### src/rtl/pipe_pkg.sv
// Shared pipeline types and constants for the instruction prefetch path.
package pipe_pkg;

    localparam int XLEN = 32;
    localparam logic [XLEN-1:0] INST_ALIGN_MASK = 32'hFFFF_FFFC;

    typedef enum logic [1:0] {
        IDLE = 2'd0,
        WAIT = 2'd1,
        DROP = 2'd2
    } prefetch_state_t;

    typedef struct packed {
        logic [XLEN-1:0] inst;
        logic [XLEN-1:0] pc;
    } fetch_entry_t;

    function automatic logic [XLEN-1:0] align_pc(input logic [XLEN-1:0] pc);
        return pc & INST_ALIGN_MASK;
    endfunction

endpackage

### src/rtl/prefetch_fifo.sv
// Circular buffer of fetched words with their PCs; head entry is read straight
// from the slot registers so the consumer sees it without an extra cycle.
module prefetch_fifo
    import pipe_pkg::*;
#(
    parameter int DEPTH = 4,
    localparam int PTR_W = $clog2(DEPTH),
    localparam int CNT_W = PTR_W + 1
) (
    input  logic             clk,
    input  logic             srst_i,
    input  logic             flush_i,
    input  logic             push_i,
    input  logic [XLEN-1:0]  push_inst_i,
    input  logic [XLEN-1:0]  push_pc_i,
    input  logic             pop_i,
    output logic [XLEN-1:0]  head_inst_o,
    output logic [XLEN-1:0]  head_pc_o,
    output logic [CNT_W-1:0] count_o,
    output logic             full_o,
    output logic             empty_o
);

    fetch_entry_t     mem_q [DEPTH];
    fetch_entry_t     wr_entry;
    logic [PTR_W-1:0] head_q;
    logic [PTR_W-1:0] tail_q;
    logic [CNT_W-1:0] count_q;
    logic [DEPTH-1:0] wr_en;
    logic             do_push;
    logic             do_pop;

    assign do_push  = push_i && !flush_i;
    assign do_pop   = pop_i && !flush_i && !empty_o;
    assign wr_entry = '{inst: push_inst_i, pc: push_pc_i};

    genvar gi;
    for (gi = 0; gi < DEPTH; gi++) begin : g_wr_dec
        assign wr_en[gi] = do_push && (tail_q == PTR_W'(gi));
    end

    // Slots are cleared on reset so the head reads as zero before any fetch.
    always_ff @(posedge clk) begin
        for (int i = 0; i < DEPTH; i++) begin
            if (srst_i) begin
                mem_q[i] <= '0;
            end else if (wr_en[i]) begin
                mem_q[i] <= wr_entry;
            end
        end
    end

    always_ff @(posedge clk) begin
        if (srst_i || flush_i) begin
            head_q  <= '0;
            tail_q  <= '0;
            count_q <= '0;
        end else begin
            if (do_push) begin
                tail_q <= tail_q + 1'b1;
            end
            if (do_pop) begin
                head_q <= head_q + 1'b1;
            end
            count_q <= count_q + CNT_W'(do_push) - CNT_W'(do_pop);
        end
    end

    assign head_inst_o = mem_q[head_q].inst;
    assign head_pc_o   = mem_q[head_q].pc;
    assign count_o     = count_q;
    assign full_o      = (count_q == CNT_W'(DEPTH));
    assign empty_o     = (count_q == '0);

endmodule

### src/rtl/inst_prefetch_buffer.sv
// Sequential instruction prefetcher: request FSM, fetch PC and issue control
// in front of prefetch_fifo. Optional combinational bypass: PREFETCH_BYPASS_EN.
module inst_prefetch_buffer
    import pipe_pkg::*;
#(
    parameter int          DEPTH    = 4,
    parameter logic [31:0] RESET_PC = 32'h0000_0000
) (
    input  logic        clk,
    input  logic        reset,
    input  logic        flush,
    input  logic [31:0] flush_pc,
    output logic [31:0] inst_mem_address,
    output logic        inst_mem_is_ready,
    input  logic [31:0] inst_mem_read_data,
    input  logic        inst_mem_is_valid,
    output logic        inst_valid,
    output logic [31:0] inst,
    output logic [31:0] inst_pc,
    input  logic        inst_ready
);

    localparam int CNT_W = $clog2(DEPTH) + 1;
    localparam int OCC_W = CNT_W + 2;

    prefetch_state_t state_q;
    logic [XLEN-1:0] fetch_pc_q;

    logic             outstanding;
    logic             capture;
    logic             bypass_hit;
    logic             pop;
    logic             issue;
    logic             fifo_push;
    logic             fifo_pop;
    logic             fifo_full;
    logic             fifo_empty;
    logic [CNT_W-1:0] fifo_count;
    logic [OCC_W-1:0] occupancy;
    logic [XLEN-1:0]  fifo_inst;
    logic [XLEN-1:0]  fifo_pc;

    assign outstanding = (state_q != IDLE);
    assign capture     = (state_q == WAIT) && inst_mem_is_valid && !flush && !reset;

`ifdef PREFETCH_BYPASS_EN
    assign bypass_hit = capture && fifo_empty;
`else
    assign bypass_hit = 1'b0;
`endif

    assign inst_valid = !fifo_empty || bypass_hit;
    assign inst       = bypass_hit ? inst_mem_read_data : fifo_inst;
    assign inst_pc    = bypass_hit ? fetch_pc_q : fifo_pc;

    assign pop       = inst_valid && inst_ready && !flush && !reset;
    assign fifo_pop  = pop && !fifo_empty;
    assign fifo_push = capture && !(bypass_hit && inst_ready) && (!fifo_full || fifo_pop);

    // Counting the in-flight request keeps a slot reserved for its response.
    assign occupancy = OCC_W'(fifo_count) + OCC_W'(outstanding) + OCC_W'(capture) - OCC_W'(pop);
    assign issue     = !reset && !flush && (occupancy < OCC_W'(DEPTH));

    assign inst_mem_is_ready = issue;
    assign inst_mem_address  = capture ? fetch_pc_q + 32'd4 : fetch_pc_q;

    // DROP swallows the response slot of the flushed request, but the first
    // fetch of the redirect target may already go out in that same cycle.
    always_ff @(posedge clk) begin
        if (reset) begin
            state_q    <= IDLE;
            fetch_pc_q <= RESET_PC;
        end else if (flush) begin
            fetch_pc_q <= align_pc(flush_pc);
            state_q    <= (state_q == WAIT) ? DROP : IDLE;
        end else begin
            case (state_q)
                IDLE: begin
                    state_q <= issue ? WAIT : IDLE;
                end
                WAIT: begin
                    if (capture) begin
                        fetch_pc_q <= fetch_pc_q + 32'd4;
                    end
                    state_q <= issue ? WAIT : IDLE;
                end
                DROP: begin
                    state_q <= issue ? WAIT : IDLE;
                end
                default: begin
                    state_q <= IDLE;
                end
            endcase
        end
    end

    prefetch_fifo #(
        .DEPTH(DEPTH)
    ) u_fifo (
        .clk        (clk),
        .srst_i     (reset),
        .flush_i    (flush),
        .push_i     (fifo_push),
        .push_inst_i(inst_mem_read_data),
        .push_pc_i  (fetch_pc_q),
        .pop_i      (fifo_pop),
        .head_inst_o(fifo_inst),
        .head_pc_o  (fifo_pc),
        .count_o    (fifo_count),
        .full_o     (fifo_full),
        .empty_o    (fifo_empty)
    );

endmodule
### config.mk
export PLATFORM = sky130hd
export DESIGN_NAME = inst_prefetch_buffer
export DESIGN_NICKNAME = d
export VERILOG_FILES = /design/src/rtl/pipe_pkg.sv /design/src/rtl/prefetch_fifo.sv /design/src/rtl/inst_prefetch_buffer.sv
export SDC_FILE = /design/constraint.sdc
export NUM_CORES = 1
export LEC_CHECK = 0
export ABC_AREA = 1
export BUFFER_PORTS_ARGS = -buffer_cell sky130_fd_sc_hd__buf_2
export CORE_ASPECT_RATIO = 0.9
export CORE_MARGIN = 1.5
export CORE_UTILIZATION = 53
export CTS_CLUSTER_DIAMETER = 150
export DETAILED_ROUTE_END_ITERATION = 8
export GPL_ROUTABILITY_DRIVEN = 0
export PLACE_DENSITY = 0.76
export SETUP_SLACK_MARGIN = 0.4
export SLEW_MARGIN = 10
export SYNTH_ARGS = -nofsm -noshare
export SYNTH_HDL_FRONTEND = slang
export SYNTH_HIERARCHICAL = 1
export SYNTH_SLANG_ARGS = --single-unit
### constraint.sdc
create_clock -name clk -period 3.16 [get_ports clk]
set_clock_uncertainty 0.1 [all_clocks]
set_input_delay 0.474 -clock clk [delete_from_list [all_inputs] [get_ports clk]]
set_output_delay 0.474 -clock clk [all_outputs]
set_load 0.005 [all_outputs]
==> summary.md <==
| Metric | Value |
|---|---|
| Outcome | complete, no violations |
| Antenna diodes | 0 |
| Leak | 0.00669 uW |
| Most common cell after layout, fill and taps aside | nor2_1 |
| Drc violations | 0 |
| Cells after synthesis | 1432 |
| CTS root buffer | clkbuf_16 |
| Pre-antenna DRT Iters | 7 |
| Slew headroom | 38.7% |
| Global Route Usage Sum | 24.1% |
| Post-synthesis sequential area ratio | 61.0% |
| CTS buffer count | 30 |
| Layout cells sized above 1 | ~20% |
| Max Clock Freq | around 320 MHz |
| Min-Delay Path Class | input port to register |
| Met1 WL | 14000 um |
| Mapped cell area | about 0.014 mm2 |
| CP Class | register to primary output |
| CP Launch Type | register |
| MaxCap Viol Count | 0 |
| DR vias/cell | 5.37 |
| Pwr Total | 8320 uW |
| Tmin final | 3.08 ns |
| Worst skew pair latency | 0.55 ns |
| Core Region | ~0.026 mm2 |
| Final setup TNS | 0 ns |
| Yosys reg bits | around 300 |
| FFs w/ async S/R, synth | 0% |
| Largest net degree at the start of global routing | 73 |
| Ports | 167 |
| # port buffers | 162 |
| VDD IR-drop max | 0.447 mV |
| Top post-synthesis cells by area | edfxtp_1 55%, nor2_1 11%, dfxtp_1 5.9% |
| Routed WL | 33000 um |
| Initial core utilization | 53.8% |
| Area Growth Syn to Fin | 15.7% |
| Met2 WL | between 15000 and 20000 um |
| Tcrit/Tclk final | between 90 and 100% |
| Synth Flop Type | edfxtp_1 |
| Highest Signal Layer | met4 |
| Antenna viol nets, final | 0 |
| Nets | 1665 |
| Chip width | around 170 um |
| FP Rows | 56 |
| Die height | about 160 um |
| Avg Cell Area, Syn | approximately 9.7 um2 |
| Vias in the first global route | slightly above 10000 |
| 1st-iter DRT viols | 960 |
| Worst hold stages | 3 |
| WP data required | approximately 2.6 ns |
| Hold buffer count at CTS | 0 |
| Metal3 WL | 2570 um |
| Yosys warning count | 6 |
| WL per Instance | approximately 17 um |
| # fillers | 2122 |
| CTS tree | done |
| Worst-margin pin slew | 0.919 ns |
| Post-synth EDFFs | 256 |
| Top-area cell type share of the netlist area | 55.2% |
| Multi-input logic area | 0.00442 mm2 |
| Placed Area | 0.0149 mm2 |
| Netlist cell types | 40 |
| Htree depth | 1 |
| PD cells | 516 mW/mm2 |
| Overflow after GRT | 0 |
| RSZ-0062 raised after global routing | yes |
| Longest Clk Path Bufs | 3 |
| Die area | 0.0273 mm2 |
| Crit end category | primary output |
| Dominant cell type by area after synthesis | edfxtp_1 |
| Initial antenna violation count | 0 |
| Final Max Slew Viols | 0 |
| R2R depth | 14 |
| CTS clk-pin slew, worst paths | 0.06 ns |
| Worst Path Max Fanout | 3 |
| Post-DP HPWL | 19600 um |
| Storage cell area | 0.00853 mm2 |
| Hold Vio Cnt, Final | 0 |
| Via Count | 10500 |
| Count of final setup violators | 0 |
| Global-route wire length before repair | approximately 52000 um |
| CP arrival | between 2 and 3 ns |
| Most frequent cells in the layout | 415 x nor2_1, 256 x edfxtp_1, 162 x buf_2 |
| Final Instance Area | between 0.015 and 0.02 mm2 |
| Clock sink count | just under 300 |
synthesized netlist by cell type, types with 2 or more instances:
cell type / instances
buf_6: 32
nand3_1: 34
buf_4: 11
nor2_1: 422
nor3_1: 3
xor2_1: 4
xnor2_2: 3
o21ai_0: 78
xnor2_1: 4
inv_2: 3
clkbuf_1: 21
o21ai_1: 56
nand2_1: 157
nor2_2: 11
nand4_1: 10
and2_1: 2
ha_1: 12
nand3_4: 6
clkbuf_8: 2
inv_1: 137
o22ai_1: 64
clkbuf_2: 3
a21oi_1: 37
edfxtp_1: 256
dfxtp_1: 41
nor2_4: 2
buf_2: 8
logic make-up after synthesis:
| family | after synthesis | share of synthesized area, % |
|---|---|---|
| flops | 297 | 61.0 |
| compound gates | 235 | 9.01 |
| other cells | 1 | 0.0269 |
| simple gates | 653 | 19.4 |
| xor+xnor | 12 | 0.969 |
| buf+inv | 221 | 8.35 |
| fa+ha+maj | 13 | 1.22 |
metrics by stage:
| step | std cells | hold slack, ns | setup WS (ns) | utilization [%] |
|---|---|---|---|---|
| 6_report | 1955 | 0.0597 | 0.0764 | 62.2 |
| 5_1_grt | 1955 | 0.0513 | -0.0992 | 62.2 |
| 4_1_cts | 1952 | 0.0396 | 0.0460 | 61.8 |
| 3_5_place_dp | 1889 | 0.381 | 0.359 | 57.6 |
| 3_3_place_gp | 1889 | 0.361 | 0.383 | 57.6 |
| 2_1_floorplan | 1435 | 0.348 | 0.430 | - |
flip-flops by register name, summed over array words and instances (netlist names), named ones only:
name,cells
fetch_pc_q,30
state_q,2
u_fifo/count_o,3
u_fifo/mem_q,256
u_fifo/head_q,2
u_fifo/tail_q,2
power breakdown:
part | internal [uW] | switching [uW] | total (uW) | leakage [uW]
Clock | 2020 | 1450 | 3470 | 0.000472
Combinational | 136 | 270 | 407 | 0.00322
Sequential | 4380 | 65.4 | 4440 | 0.00300
Total | 6530 | 1790 | 8320 | 0.00669
metal layers:
| layer | track usage, % | up-vias |
|---|---|---|
| li1 | - | 5062 |
| met1 | 32.8 | 4940 |
| met2 | 40.6 | 456 |
| met3 | 3.57 | 42 |
| met4 | 6.65 | 0 |
| met5 | 0 | - |
timing repair:
action	4_1_cts	5_1_grt
endpoints found under the hold margin	0	0
buffers inserted	7	3
resized for setup	23	29
cloned	0	0
setup endpoints to repair	20	25
pin swaps	9	12
worst max-delay path, cell delays in order, from the launching register on:
cell and delay (ns):
dfxtp_4 0.35, nor2_4 0.10, nand2_2 0.07, inv_2 0.06, inv_2 0.04, nand2_2 0.06
nor3_2 0.04, ha_1 0.27, inv_1 0.04, ha_1 0.25, o21ai_1 0.07, nand2_1 0.07
nand2_2 0.07, nand2_2 0.05, nand2_2 0.10, nand3_2 0.07, nand3_2 0.08, nor2_1 0.04
buf_2 0.13
cell type report:
cell class,instances,area share (%)
tap,348,2.70
sequential,297,52.9
inverter,142,3.36
timing repair buffer,195,7.64
multi-input combinational,917,27.4
clock inverter,16,1.02
clock buffer,40,4.95
final timing paths:
check                                  startpoint  slack [ns]                end
worst max-delay path            u_fifo/count_o[1]        0.08  inst_mem_is_ready
worst min-delay path                  flush_pc[2]        0.06      fetch_pc_q[2]
worst max register to register         state_q[0]        0.65  u_fifo/count_o[2]
worst min register to register   u_fifo/head_q[0]        0.39   u_fifo/head_q[0]
No activity file was read; power rests on OpenSTA's default activity.
